[src/rtl/riscv_bus_xbar_if.sv]
// Bus bundle between the two cache masters, the crossbar and its slaves.
//
// Handshake: a master raises *_req with its fields stable and holds them
// until the cycle *_accept is 1. *_accept is combinational in that same
// cycle, and the transfer completes on the following rising edge. There is
// no back-pressure on read data: *_rvalid is a one-cycle strobe that the
// master must consume.
interface riscv_bus_xbar_if #(
  parameter int NUM_SLAVES = 3
);
  // ICACHE port (read only, 64-bit)
  logic                      i_req;
  logic [31:0]               i_addr;
  logic                      i_accept;
  logic [63:0]               i_rdata;
  logic                      i_rvalid;
  // DCACHE port (32-bit load/store)
  logic                      d_req;
  logic                      d_ren;
  logic [3:0]                d_wen;
  logic [31:0]               d_addr;
  logic [31:0]               d_wdata;
  logic                      d_accept;
  logic [31:0]               d_rdata;
  logic                      d_rvalid;
  logic                      d_err;
  // Slave side, slice k belongs to slave k
  logic [NUM_SLAVES*32-1:0]  s_addr;
  logic [NUM_SLAVES*32-1:0]  s_wdata;
  logic [NUM_SLAVES*4-1:0]   s_wen;
  logic [NUM_SLAVES-1:0]     s_ren;
  logic [NUM_SLAVES*64-1:0]  s_rdata;

  // Environment view: caches drive requests, slaves drive read data.
  modport master (
    output i_req, i_addr, d_req, d_ren, d_wen, d_addr, d_wdata, s_rdata,
    input  i_accept, i_rdata, i_rvalid, d_accept, d_rdata, d_rvalid, d_err,
           s_addr, s_wdata, s_wen, s_ren
  );

  // Crossbar view.
  modport slave (
    input  i_req, i_addr, d_req, d_ren, d_wen, d_addr, d_wdata, s_rdata,
    output i_accept, i_rdata, i_rvalid, d_accept, d_rdata, d_rvalid, d_err,
           s_addr, s_wdata, s_wen, s_ren
  );
endinterface

[src/rtl/riscv_bus_xbar.sv]
// Two-master (ICACHE, DCACHE) to NUM_SLAVES crossbar with per-slave
// round-robin arbitration, unmapped-region detection and fixed-latency
// read-data return tracking.
module riscv_bus_xbar #(
  parameter int NUM_SLAVES   = 3,
  parameter int SEL_W        = 4,
  parameter int READ_LATENCY = 2
) (
  input  logic                  clk,
  input  logic                  srst_n,
  riscv_bus_xbar_if.slave       bus,
  output logic [NUM_SLAVES-1:0] rr_ptr
);

  localparam int LAST = READ_LATENCY - 1;

  logic [SEL_W-1:0]      i_tgt, d_tgt;
  logic                  i_mapped, d_mapped;
  logic [NUM_SLAVES-1:0] i_hit, d_hit, i_grant, d_grant;
  logic                  i_acc, d_acc;

  // Tracking pipelines: stage 0 is loaded on accept, stage LAST is the output.
  logic [READ_LATENCY-1:0]            i_pv, i_pu;
  logic [READ_LATENCY-1:0][SEL_W-1:0] i_pidx;
  logic [READ_LATENCY-1:0]            d_pv, d_pu, d_pa2;
  logic [READ_LATENCY-1:0][SEL_W-1:0] d_pidx;

  logic [63:0] i_sel, d_sel;

  assign i_tgt    = bus.i_addr[31 -: SEL_W];
  assign d_tgt    = bus.d_addr[31 -: SEL_W];
  assign i_mapped = {{(32-SEL_W){1'b0}}, i_tgt} < NUM_SLAVES;
  assign d_mapped = {{(32-SEL_W){1'b0}}, d_tgt} < NUM_SLAVES;

  // Decode targets and resolve per-slave contention with the rr pointer.
  always_comb begin
    i_hit   = '0;
    d_hit   = '0;
    i_grant = '0;
    d_grant = '0;
    for (int k = 0; k < NUM_SLAVES; k++) begin
      i_hit[k]   = srst_n & bus.i_req & (i_tgt == SEL_W'(k));
      d_hit[k]   = srst_n & bus.d_req & (d_tgt == SEL_W'(k));
      i_grant[k] = i_hit[k] & (~d_hit[k] | ~rr_ptr[k]);
      d_grant[k] = d_hit[k] & (~i_hit[k] |  rr_ptr[k]);
    end
    // Unmapped requests never contend, so they are accepted at once.
    i_acc = srst_n & bus.i_req & (~i_mapped | (|i_grant));
    d_acc = srst_n & bus.d_req & (~d_mapped | (|d_grant));
  end

  assign bus.i_accept = i_acc;
  assign bus.d_accept = d_acc;

  // Forward the granted master onto each slave slice; idle slices are zero.
  always_comb begin
    bus.s_addr  = '0;
    bus.s_wdata = '0;
    bus.s_wen   = '0;
    bus.s_ren   = '0;
    for (int k = 0; k < NUM_SLAVES; k++) begin
      if (i_grant[k]) begin
        bus.s_addr[k*32 +: 32] = bus.i_addr;
        bus.s_ren[k]           = 1'b1;
      end else if (d_grant[k]) begin
        bus.s_addr[k*32 +: 32]  = bus.d_addr;
        bus.s_wdata[k*32 +: 32] = bus.d_wdata;
        bus.s_wen[k*4 +: 4]     = bus.d_wen;
        bus.s_ren[k]            = bus.d_ren;
      end
    end
  end

  // Round-robin pointer flips only when both masters hit the same slave.
  always_ff @(posedge clk) begin
    if (!srst_n) begin
      rr_ptr <= '0;
    end else begin
      rr_ptr <= rr_ptr ^ (i_hit & d_hit);
    end
  end

  // Shift the read-tracking pipelines every cycle; reset drops in-flight reads.
  always_ff @(posedge clk) begin
    if (!srst_n) begin
      i_pv   <= '0;
      i_pu   <= '0;
      i_pidx <= '0;
      d_pv   <= '0;
      d_pu   <= '0;
      d_pa2  <= '0;
      d_pidx <= '0;
    end else begin
      for (int s = READ_LATENCY - 1; s > 0; s--) begin
        i_pv[s]   <= i_pv[s-1];
        i_pu[s]   <= i_pu[s-1];
        i_pidx[s] <= i_pidx[s-1];
        d_pv[s]   <= d_pv[s-1];
        d_pu[s]   <= d_pu[s-1];
        d_pa2[s]  <= d_pa2[s-1];
        d_pidx[s] <= d_pidx[s-1];
      end
      i_pv[0]   <= i_acc;
      i_pu[0]   <= ~i_mapped;
      i_pidx[0] <= i_tgt;
      // A combined read+write is tracked as a read; a pure write is not.
      d_pv[0]   <= d_acc & bus.d_ren;
      d_pu[0]   <= ~d_mapped;
      d_pa2[0]  <= bus.d_addr[2];
      d_pidx[0] <= d_tgt;
    end
  end

  // Steer the recorded slave's data back; zero data when invalid or unmapped.
  always_comb begin
    i_sel = '0;
    d_sel = '0;
    for (int k = 0; k < NUM_SLAVES; k++) begin
      if (i_pidx[LAST] == SEL_W'(k)) i_sel = bus.s_rdata[k*64 +: 64];
      if (d_pidx[LAST] == SEL_W'(k)) d_sel = bus.s_rdata[k*64 +: 64];
    end
    bus.i_rvalid = i_pv[LAST];
    bus.i_rdata  = (i_pv[LAST] & ~i_pu[LAST]) ? i_sel : 64'd0;
    bus.d_rvalid = d_pv[LAST];
    bus.d_rdata  = '0;
    if (d_pv[LAST] & ~d_pu[LAST]) begin
      bus.d_rdata = d_pa2[LAST] ? d_sel[63:32] : d_sel[31:0];
    end
    // Unmapped reads flag on return; unmapped non-reads flag on accept.
    bus.d_err = (d_pv[LAST] & d_pu[LAST]) | (d_acc & ~d_mapped & ~bus.d_ren);
  end

endmodule

[src/flat_wrapper.sv]
// flat-port wrapper written by rule: the top's interface ports become plain ports
module riscv_bus_xbar_flat 
#(
  parameter int NUM_SLAVES   = 3,
  parameter int SEL_W        = 4,
  parameter int READ_LATENCY = 2
)
  (clk, srst_n, rr_ptr, bus_i_req, bus_i_addr, bus_d_req, bus_d_ren, bus_d_wen, bus_d_addr, bus_d_wdata, bus_s_rdata, bus_i_accept, bus_i_rdata, bus_i_rvalid, bus_d_accept, bus_d_rdata, bus_d_rvalid, bus_d_err, bus_s_addr, bus_s_wdata, bus_s_wen, bus_s_ren);
  riscv_bus_xbar_if #(.NUM_SLAVES(NUM_SLAVES)) bus_i ();
  input  logic clk;
  input  logic srst_n;
  output logic [NUM_SLAVES-1:0] rr_ptr;
  input wire logic [$bits(bus_i.i_req)-1:0] bus_i_req;
  input wire logic [$bits(bus_i.i_addr)-1:0] bus_i_addr;
  input wire logic [$bits(bus_i.d_req)-1:0] bus_d_req;
  input wire logic [$bits(bus_i.d_ren)-1:0] bus_d_ren;
  input wire logic [$bits(bus_i.d_wen)-1:0] bus_d_wen;
  input wire logic [$bits(bus_i.d_addr)-1:0] bus_d_addr;
  input wire logic [$bits(bus_i.d_wdata)-1:0] bus_d_wdata;
  input wire logic [$bits(bus_i.s_rdata)-1:0] bus_s_rdata;
  output wire logic [$bits(bus_i.i_accept)-1:0] bus_i_accept;
  output wire logic [$bits(bus_i.i_rdata)-1:0] bus_i_rdata;
  output wire logic [$bits(bus_i.i_rvalid)-1:0] bus_i_rvalid;
  output wire logic [$bits(bus_i.d_accept)-1:0] bus_d_accept;
  output wire logic [$bits(bus_i.d_rdata)-1:0] bus_d_rdata;
  output wire logic [$bits(bus_i.d_rvalid)-1:0] bus_d_rvalid;
  output wire logic [$bits(bus_i.d_err)-1:0] bus_d_err;
  output wire logic [$bits(bus_i.s_addr)-1:0] bus_s_addr;
  output wire logic [$bits(bus_i.s_wdata)-1:0] bus_s_wdata;
  output wire logic [$bits(bus_i.s_wen)-1:0] bus_s_wen;
  output wire logic [$bits(bus_i.s_ren)-1:0] bus_s_ren;
  assign bus_i.i_req = bus_i_req;
  assign bus_i.i_addr = bus_i_addr;
  assign bus_i.d_req = bus_d_req;
  assign bus_i.d_ren = bus_d_ren;
  assign bus_i.d_wen = bus_d_wen;
  assign bus_i.d_addr = bus_d_addr;
  assign bus_i.d_wdata = bus_d_wdata;
  assign bus_i.s_rdata = bus_s_rdata;
  assign bus_i_accept = bus_i.i_accept;
  assign bus_i_rdata = bus_i.i_rdata;
  assign bus_i_rvalid = bus_i.i_rvalid;
  assign bus_d_accept = bus_i.d_accept;
  assign bus_d_rdata = bus_i.d_rdata;
  assign bus_d_rvalid = bus_i.d_rvalid;
  assign bus_d_err = bus_i.d_err;
  assign bus_s_addr = bus_i.s_addr;
  assign bus_s_wdata = bus_i.s_wdata;
  assign bus_s_wen = bus_i.s_wen;
  assign bus_s_ren = bus_i.s_ren;
  riscv_bus_xbar #(.NUM_SLAVES(NUM_SLAVES), .SEL_W(SEL_W), .READ_LATENCY(READ_LATENCY)) u_core (.clk(clk), .srst_n(srst_n), .bus(bus_i), .rr_ptr(rr_ptr));
endmodule
[config.mk]
export PLATFORM = sky130hd
export DESIGN_NAME = riscv_bus_xbar_flat
export DESIGN_NICKNAME = d
export VERILOG_FILES = /design/src/rtl/riscv_bus_xbar_if.sv /design/src/rtl/riscv_bus_xbar.sv /design/src/flat_wrapper.sv
export SDC_FILE = /design/constraint.sdc
export NUM_CORES = 1
export LEC_CHECK = 0
export BUFFER_PORTS_ARGS = -buffer_cell sky130_fd_sc_hd__buf_2
export CAP_MARGIN = 25
export CELL_PAD_IN_SITES_DETAIL_PLACEMENT = 1
export CELL_PAD_IN_SITES_GLOBAL_PLACEMENT = 2
export CORE_AREA = 2 2 239 241
export CTS_BUF_LIST = sky130_fd_sc_hd__clkbuf_16
export CTS_CLUSTER_DIAMETER = 50
export DETAILED_ROUTE_END_ITERATION = 10
export DIE_AREA = 0 0 241 243
export PLACE_DENSITY_LB_ADDON = 0.1
export RECOVER_POWER = 50
export SETUP_SLACK_MARGIN = 0.4
export SYNTH_ARGS = -nofsm -noshare
export SYNTH_HDL_FRONTEND = slang
export SYNTH_SLANG_ARGS = --single-unit
[constraint.sdc]
create_clock -name clk -period 2.5 [get_ports clk]
set_input_delay 0 -clock clk [delete_from_list [all_inputs] [get_ports clk]]
set_output_delay 0 -clock clk [all_outputs]
set_load 0.02 [all_outputs]
[After elaboration in Yosys (flattened, before gate mapping)]
Cells that the tools add are included.
Word-level totals
  register bits after elaboration: 29
  input port bits: 297
  output and inout port bits: 311
  word-level logic and storage cells: 106
Operators by class
  magnitude comparators: 2
  equal/unequal tests: 8
  muxes and demuxes: 33
  bitwise operators: 47
  reductions and logical operators: 6
Operator list (number)
  $mux W32: 14
  $mux W64: 7
  $mux W4: 6
  $and A1 B1 Y1: 22
  $eq A4 B1 Y1 const B: 4
  $eq A4 B2 Y1 const B: 4
  $logic_not A4 Y1: 4
  $not A1 Y1: 14
  $or A1 B1 Y1: 9
  $lt A4 B2 Y1 const B: 2
  $mux W1: 6
  $reduce_or A3 Y1: 2
  $and A3 B3 Y3: 1
  $xor A3 B3 Y3: 1

[Logic depth before layout (Yosys ltp)]
  word-level depth: 11
  mapped depth: 7
  depth with buffers taken out: 4

[Worst setup path before layout]
OpenSTA, ideal clock, no wires.
  path type: flip-flop to output port
  start: register u_core.d_pidx[7] (netlist name)
  end: output port bus_d_rdata[10]
  arrival time: 1.934 ns
  data required time: 2.500 ns
  path slack: 0.566 ns
  stages on the path, launching flop included: 6
  path buffers: 2
  path through: dfxtp_1 nor4_4 buf_2 clkbuf_1 a21oi_1 nor3_1
Between the ends
  longest elaborated chain between the ends: 6
  elaborated cells between the ends (all ways): 8
  classes of those cells: 2 x eq/ne; 5 x mux; 1 x reduce/logical
RTL lines
  start, declared: RTL line riscv_bus_xbar.sv:26  | logic [READ_LATENCY-1:0][SEL_W-1:0] d_pidx;
  start signal, assigned by index: RTL line riscv_bus_xbar.sv:101  | d_pidx[s] <= d_pidx[s-1];
  $logic_not A4 Y1: RTL line riscv_bus_xbar.sv:120  | if (d_pidx[LAST] == SEL_W'(k)) d_sel = bus.s_rdata[k*64 +: 64];
  $mux W64 (2 in series): RTL line riscv_bus_xbar.sv:120
  $mux W64 (*): RTL line riscv_bus_xbar.sv:120
  $mux W32 (*): RTL line riscv_bus_xbar.sv:127  | bus.d_rdata = d_pa2[LAST] ? d_sel[63:32] : d_sel[31:0];
  $mux W32 (*): RTL line riscv_bus_xbar.sv:126  | if (d_pv[LAST] & ~d_pu[LAST]) begin
  end, declared: RTL line flat_wrapper.sv:25  | output wire logic [$bits(bus_i.d_rdata)-1:0] bus_d_rdata;
Every way passes the cells marked *; elsewhere a longest branch is shown, timed or not.

[Final worst setup path]
  start: register u_core.i_pidx[5] (netlist name)
  end: output port bus_i_rdata[52]
Between the ends
  longest elaborated chain between the ends: 5
  elaborated cells between the ends (all ways): 7
  classes of those cells: 2 x eq/ne; 4 x mux; 1 x reduce/logical
RTL lines
  start, declared: RTL line riscv_bus_xbar.sv:24  | logic [READ_LATENCY-1:0][SEL_W-1:0] i_pidx;
  start signal, assigned by index: RTL line riscv_bus_xbar.sv:97  | i_pidx[s] <= i_pidx[s-1];
  $logic_not A4 Y1: RTL line riscv_bus_xbar.sv:119  | if (i_pidx[LAST] == SEL_W'(k)) i_sel = bus.s_rdata[k*64 +: 64];
  $mux W64 (2 in series): RTL line riscv_bus_xbar.sv:119
  $mux W64 (*): RTL line riscv_bus_xbar.sv:119
  $mux W64 (*): RTL line riscv_bus_xbar.sv:123  | bus.i_rdata = (i_pv[LAST] & ~i_pu[LAST]) ? i_sel : 64'd0;
  end, declared: RTL line flat_wrapper.sv:22  | output wire logic [$bits(bus_i.i_rdata)-1:0] bus_i_rdata;
Marks and branches as above.

==> results.ini <==
[global_route]
use_met1_pct=17.53
grt_max_degree=66
grtUsageMet2_pct=32.71
groute.usage.overall_pct=16.67
grt_pass1_wl_mm=71.87
grt_overflow=0
use_met3_pct=4.413
top_usage_layer=met2
number_of_antenna_violations_at_the_first_check_in_global_routing=17
number_of_global_route_vias_before_repair=9712

[timing]
timing.final.hold_violations=0
slew_violations=0
achievable-frequency_ghz=0.4560
finalSetupViolations=0
final.setup.tns_ns=0
max_slew_headroom_pct=42.12
worst-slew-pin-transition_ns=0.8682
timing.final.crit_share_pct=87.72
clock-skew-final_ns=0.003531
final_critical_delay_including_setup_and_external_delays_ns=2.193
rsz_0062_raised_after_global_routing=true
finalWorstSetupSlack_ns=0.3069

[yosys]
synth.yosys.seq_area_share_pct=10.53
synth_enable_flop_cells=0
synth_flop_cell=sky130_fd_sc_hd__dfxtp_1
synthesis.instances=859
ys_async_rst_share_pct=0
yosysUniqueCellTypes=43
avgSynthCellArea_um2=6.416
synth.cell_area_um2=5512
synth.ff_latch_count=29
yosysWarnings=0

[power]
seq_power_share_pct=22.4
power.static_leakage_nw=4.551
power.ir.vdd_worst_v=0.0002251
comb_power_share_pct=53.6
power.switching_fraction_pct=41.75
share_clk_of_total_power_pct=24.0
cell_int_power_mw=1.306
p_sw_mw=0.9359
p_per_area_nw_per_um2=226.0

[die]
floorplan.die.height_um=243
design.portCount=608
std_cell_rows=87
design.die.area_um2=58560
design.core.area_um2=55950
start_util_pct=9.851
die-width_um=241

[run]
max-cap-violations=0

[outcome]
status=completed

[worst_hold_path]
destination_of_the_worst_hold_path=u_core.i_pidx[2]$_SDFF_PN0_
timing.hold.worst_path_depth=2
worst_hold_path_type=input pin to register
worst_hold_startpoint=bus_i_addr[30]

[detailed_routing]
via_count_of_the_routed_design=9300
drt_first_iter_violations=337
post_drt_wl_per_cell_um=25.07
detail_route.wirelength_mm=54.71
drc=0
drtPass1Iterations=5
detail-route-antenna-nets=0
vias_per_cell=4.262

[setup_path]
critical_path.reg2reg.startpoint=u_core.rr_ptr[1]$_SDFF_PN0_
worst_ep_arrival_time_ns=2.19
r2r_setup_slack_ns=0.78
crit_path_end_kind=output pin
path_class=register to output pin
critical_path.reg2reg.endpoint=u_core.d_pv[0]$_SDFF_PN0_
cp_data_required_time_ns=2.50
timing.critical_path.fanout_max=32
critPathLaunchType=register
crit_start=u_core.i_pidx[5]$_SDFF_PN0_
reg2reg_depth=5

[clocking]
worst_setup_hold_path_clk_slew_ns=0.05
ctsLongestPathBuffers=2
worstSkewPairLatency_ns=0.27
ctsRootBufferMaster=sky130_fd_sc_hd__clkbuf_16
clock-sinks=29
tritoncts=yes
cts_made_buffers=5
clock_tree.htree_level_count=2

[place]
pre_cts_ws_ns=0.4730
half_perimeter_wire_length_after_detailed_placement_mm=40.70
routabilityCongestion=0.7670
numPortBuffers=597

[cells_and_area]
final_layout_size_suffix_gt1_share_pct=40.06
syn2layout_area_growth_pct=79.91
design.final.nets=1715

[registers in the layout, summed over array words and instances (netlist names)]
register       count
u_core.i_pv        2
u_core.d_pa2       2
u_core.d_pidx      8
u_core.i_pu        2
u_core.d_pu        2
u_core.i_pidx      8
u_core.d_pv        2
u_core.rr_ptr      3
[metrics by stage]
| step | hold slack [ns] | cells | util (%) | cell area [um2] | power, mW |
|---|---|---|---|---|---|
| 2_1_floorplan | 0.1273 | 868 | - | 5545 | 0.9859 |
| 3_3_place_gp | 0.2858 | 2144 | 16.88 | 9447 | 1.631 |
| 3_5_place_dp | 0.2887 | 2144 | 16.88 | 9447 | 1.625 |
| 4_1_cts | 0.006657 | 2160 | 17.44 | 9758 | 2.227 |
| 5_1_grt | 0.01315 | 2179 | 17.71 | 9908 | 2.391 |
| 6_report | 0.003730 | 2182 | 17.72 | 9916 | 2.241 |
[Yosys cell counts (3+ instances only)]
cell / n / share of area [%]
sky130_fd_sc_hd__a211oi_1: 5 / 0.68
sky130_fd_sc_hd__a21oi_1: 96 / 8.7
sky130_fd_sc_hd__a221o_1: 31 / 5.6
sky130_fd_sc_hd__a22o_1: 84 / 13
sky130_fd_sc_hd__a22oi_1: 31 / 4.2
sky130_fd_sc_hd__and2_1: 131 / 15
sky130_fd_sc_hd__and3_1: 31 / 3.5
sky130_fd_sc_hd__buf_1: 4 / 0.27
sky130_fd_sc_hd__buf_2: 11 / 1.0
sky130_fd_sc_hd__buf_4: 11 / 1.5
sky130_fd_sc_hd__buf_6: 3 / 0.61
sky130_fd_sc_hd__clkbuf_1: 78 / 5.3
sky130_fd_sc_hd__dfxtp_1: 29 / 11
sky130_fd_sc_hd__mux2_2: 3 / 0.61
sky130_fd_sc_hd__nand2_1: 100 / 6.8
sky130_fd_sc_hd__nand2b_1: 5 / 0.57
sky130_fd_sc_hd__nor2_1: 4 / 0.27
sky130_fd_sc_hd__nor2b_1: 6 / 0.68
sky130_fd_sc_hd__nor3_1: 32 / 2.9
sky130_fd_sc_hd__nor3b_1: 4 / 0.54
sky130_fd_sc_hd__nor4b_4: 3 / 1.3
sky130_fd_sc_hd__o21ai_0: 130 / 12
sky130_fd_sc_hd__o311a_1: 3 / 0.54
[power by group through the flow]
stage | combinational, mW | clock [mW] | sequential (mW)
CTS | 1.16 | 0.562 | 0.502
global placement | 1.12 | 0 | 0.509
floorplan | 0.484 | 0 | 0.502
detailed placement | 1.11 | 0 | 0.511
finish | 1.20 | 0.538 | 0.503
global route | 1.30 | 0.584 | 0.505
[layout make-up]
cell class / instances / area, um2
clock inverters: 2 / 7.507
fillers: 7070 / 46040
repair buffers: 650 / 3610
diodes: 8 / 20.02
inverters: 1 / 3.754
flip-flops and latches: 29 / 588.1
clock buffers: 5 / 125.1
well taps: 756 / 945.9
multi-input cells: 731 / 4616
[worst max-delay path, stage by stage (launching register included)]
cell                       delay (ns)
sky130_fd_sc_hd__dfxtp_2         0.42
sky130_fd_sc_hd__nor4b_4         0.32
sky130_fd_sc_hd__clkbuf_4        0.54
sky130_fd_sc_hd__nand2_1         0.12
sky130_fd_sc_hd__a21oi_1         0.17
sky130_fd_sc_hd__clkbuf_1        0.30
[per-layer routing]
layer	wire length [um]	vias to the layer above
li1	-	4283
met1	19870	4562
met2	29740	382
met3	4071	55
met4	907	18
met5	111	-
[cells in the final DEF (no fill, tap or decap), types with 10 or more instances in the layout]
master	netlist	routed
sky130_fd_sc_hd__buf_2	11	464
sky130_fd_sc_hd__dfxtp_1	29	23
sky130_fd_sc_hd__clkbuf_1	78	120
sky130_fd_sc_hd__nand2_1	100	99
sky130_fd_sc_hd__a22o_1	84	84
sky130_fd_sc_hd__a221o_1	31	31
sky130_fd_sc_hd__a21oi_1	96	96
sky130_fd_sc_hd__and3_1	31	30
sky130_fd_sc_hd__conb_1	1	10
sky130_fd_sc_hd__a22oi_1	31	31
sky130_fd_sc_hd__and2_1	131	119
sky130_fd_sc_hd__clkbuf_16	0	12
sky130_fd_sc_hd__o21ai_0	130	130
sky130_fd_sc_hd__and2_0	0	12
sky130_fd_sc_hd__buf_4	11	35
sky130_fd_sc_hd__nor3_1	32	23
[cell families after synthesis]
logic type	share of synthesized area [%]
simple gates	33.73
flops	10.53
buf+inv	8.763
xor+xnor	0.4768
mux	0.6129
other cells	0.06804
compound gates	45.81
[what timing repair did]
| action | CTS | global route |
|---|---|---|
| hold endpoints to repair | 1 | 0 |
| hold buffers | 1 | 0 |
| pin swaps | 2 | 4 |
| setup endpoints to repair | 31 | 48 |
| gates resized for setup | 14 | 30 |
| cloned | 3 | 9 |
| setup buffers | 5 | 5 |
[how the worst max path moves through the flow]
stage | endpoint | slack, ns
after floorplan | bus_d_rdata[10] | 0.57
after global placement | bus_d_rdata[2] | 0.51
after detailed placement | bus_d_rdata[2] | 0.47
after CTS | bus_d_rdata[28] | 0.40
after global routing | bus_i_rdata[54] | 0.19
final | bus_i_rdata[52] | 0.31
No activity file was read; power rests on OpenSTA's default activity.
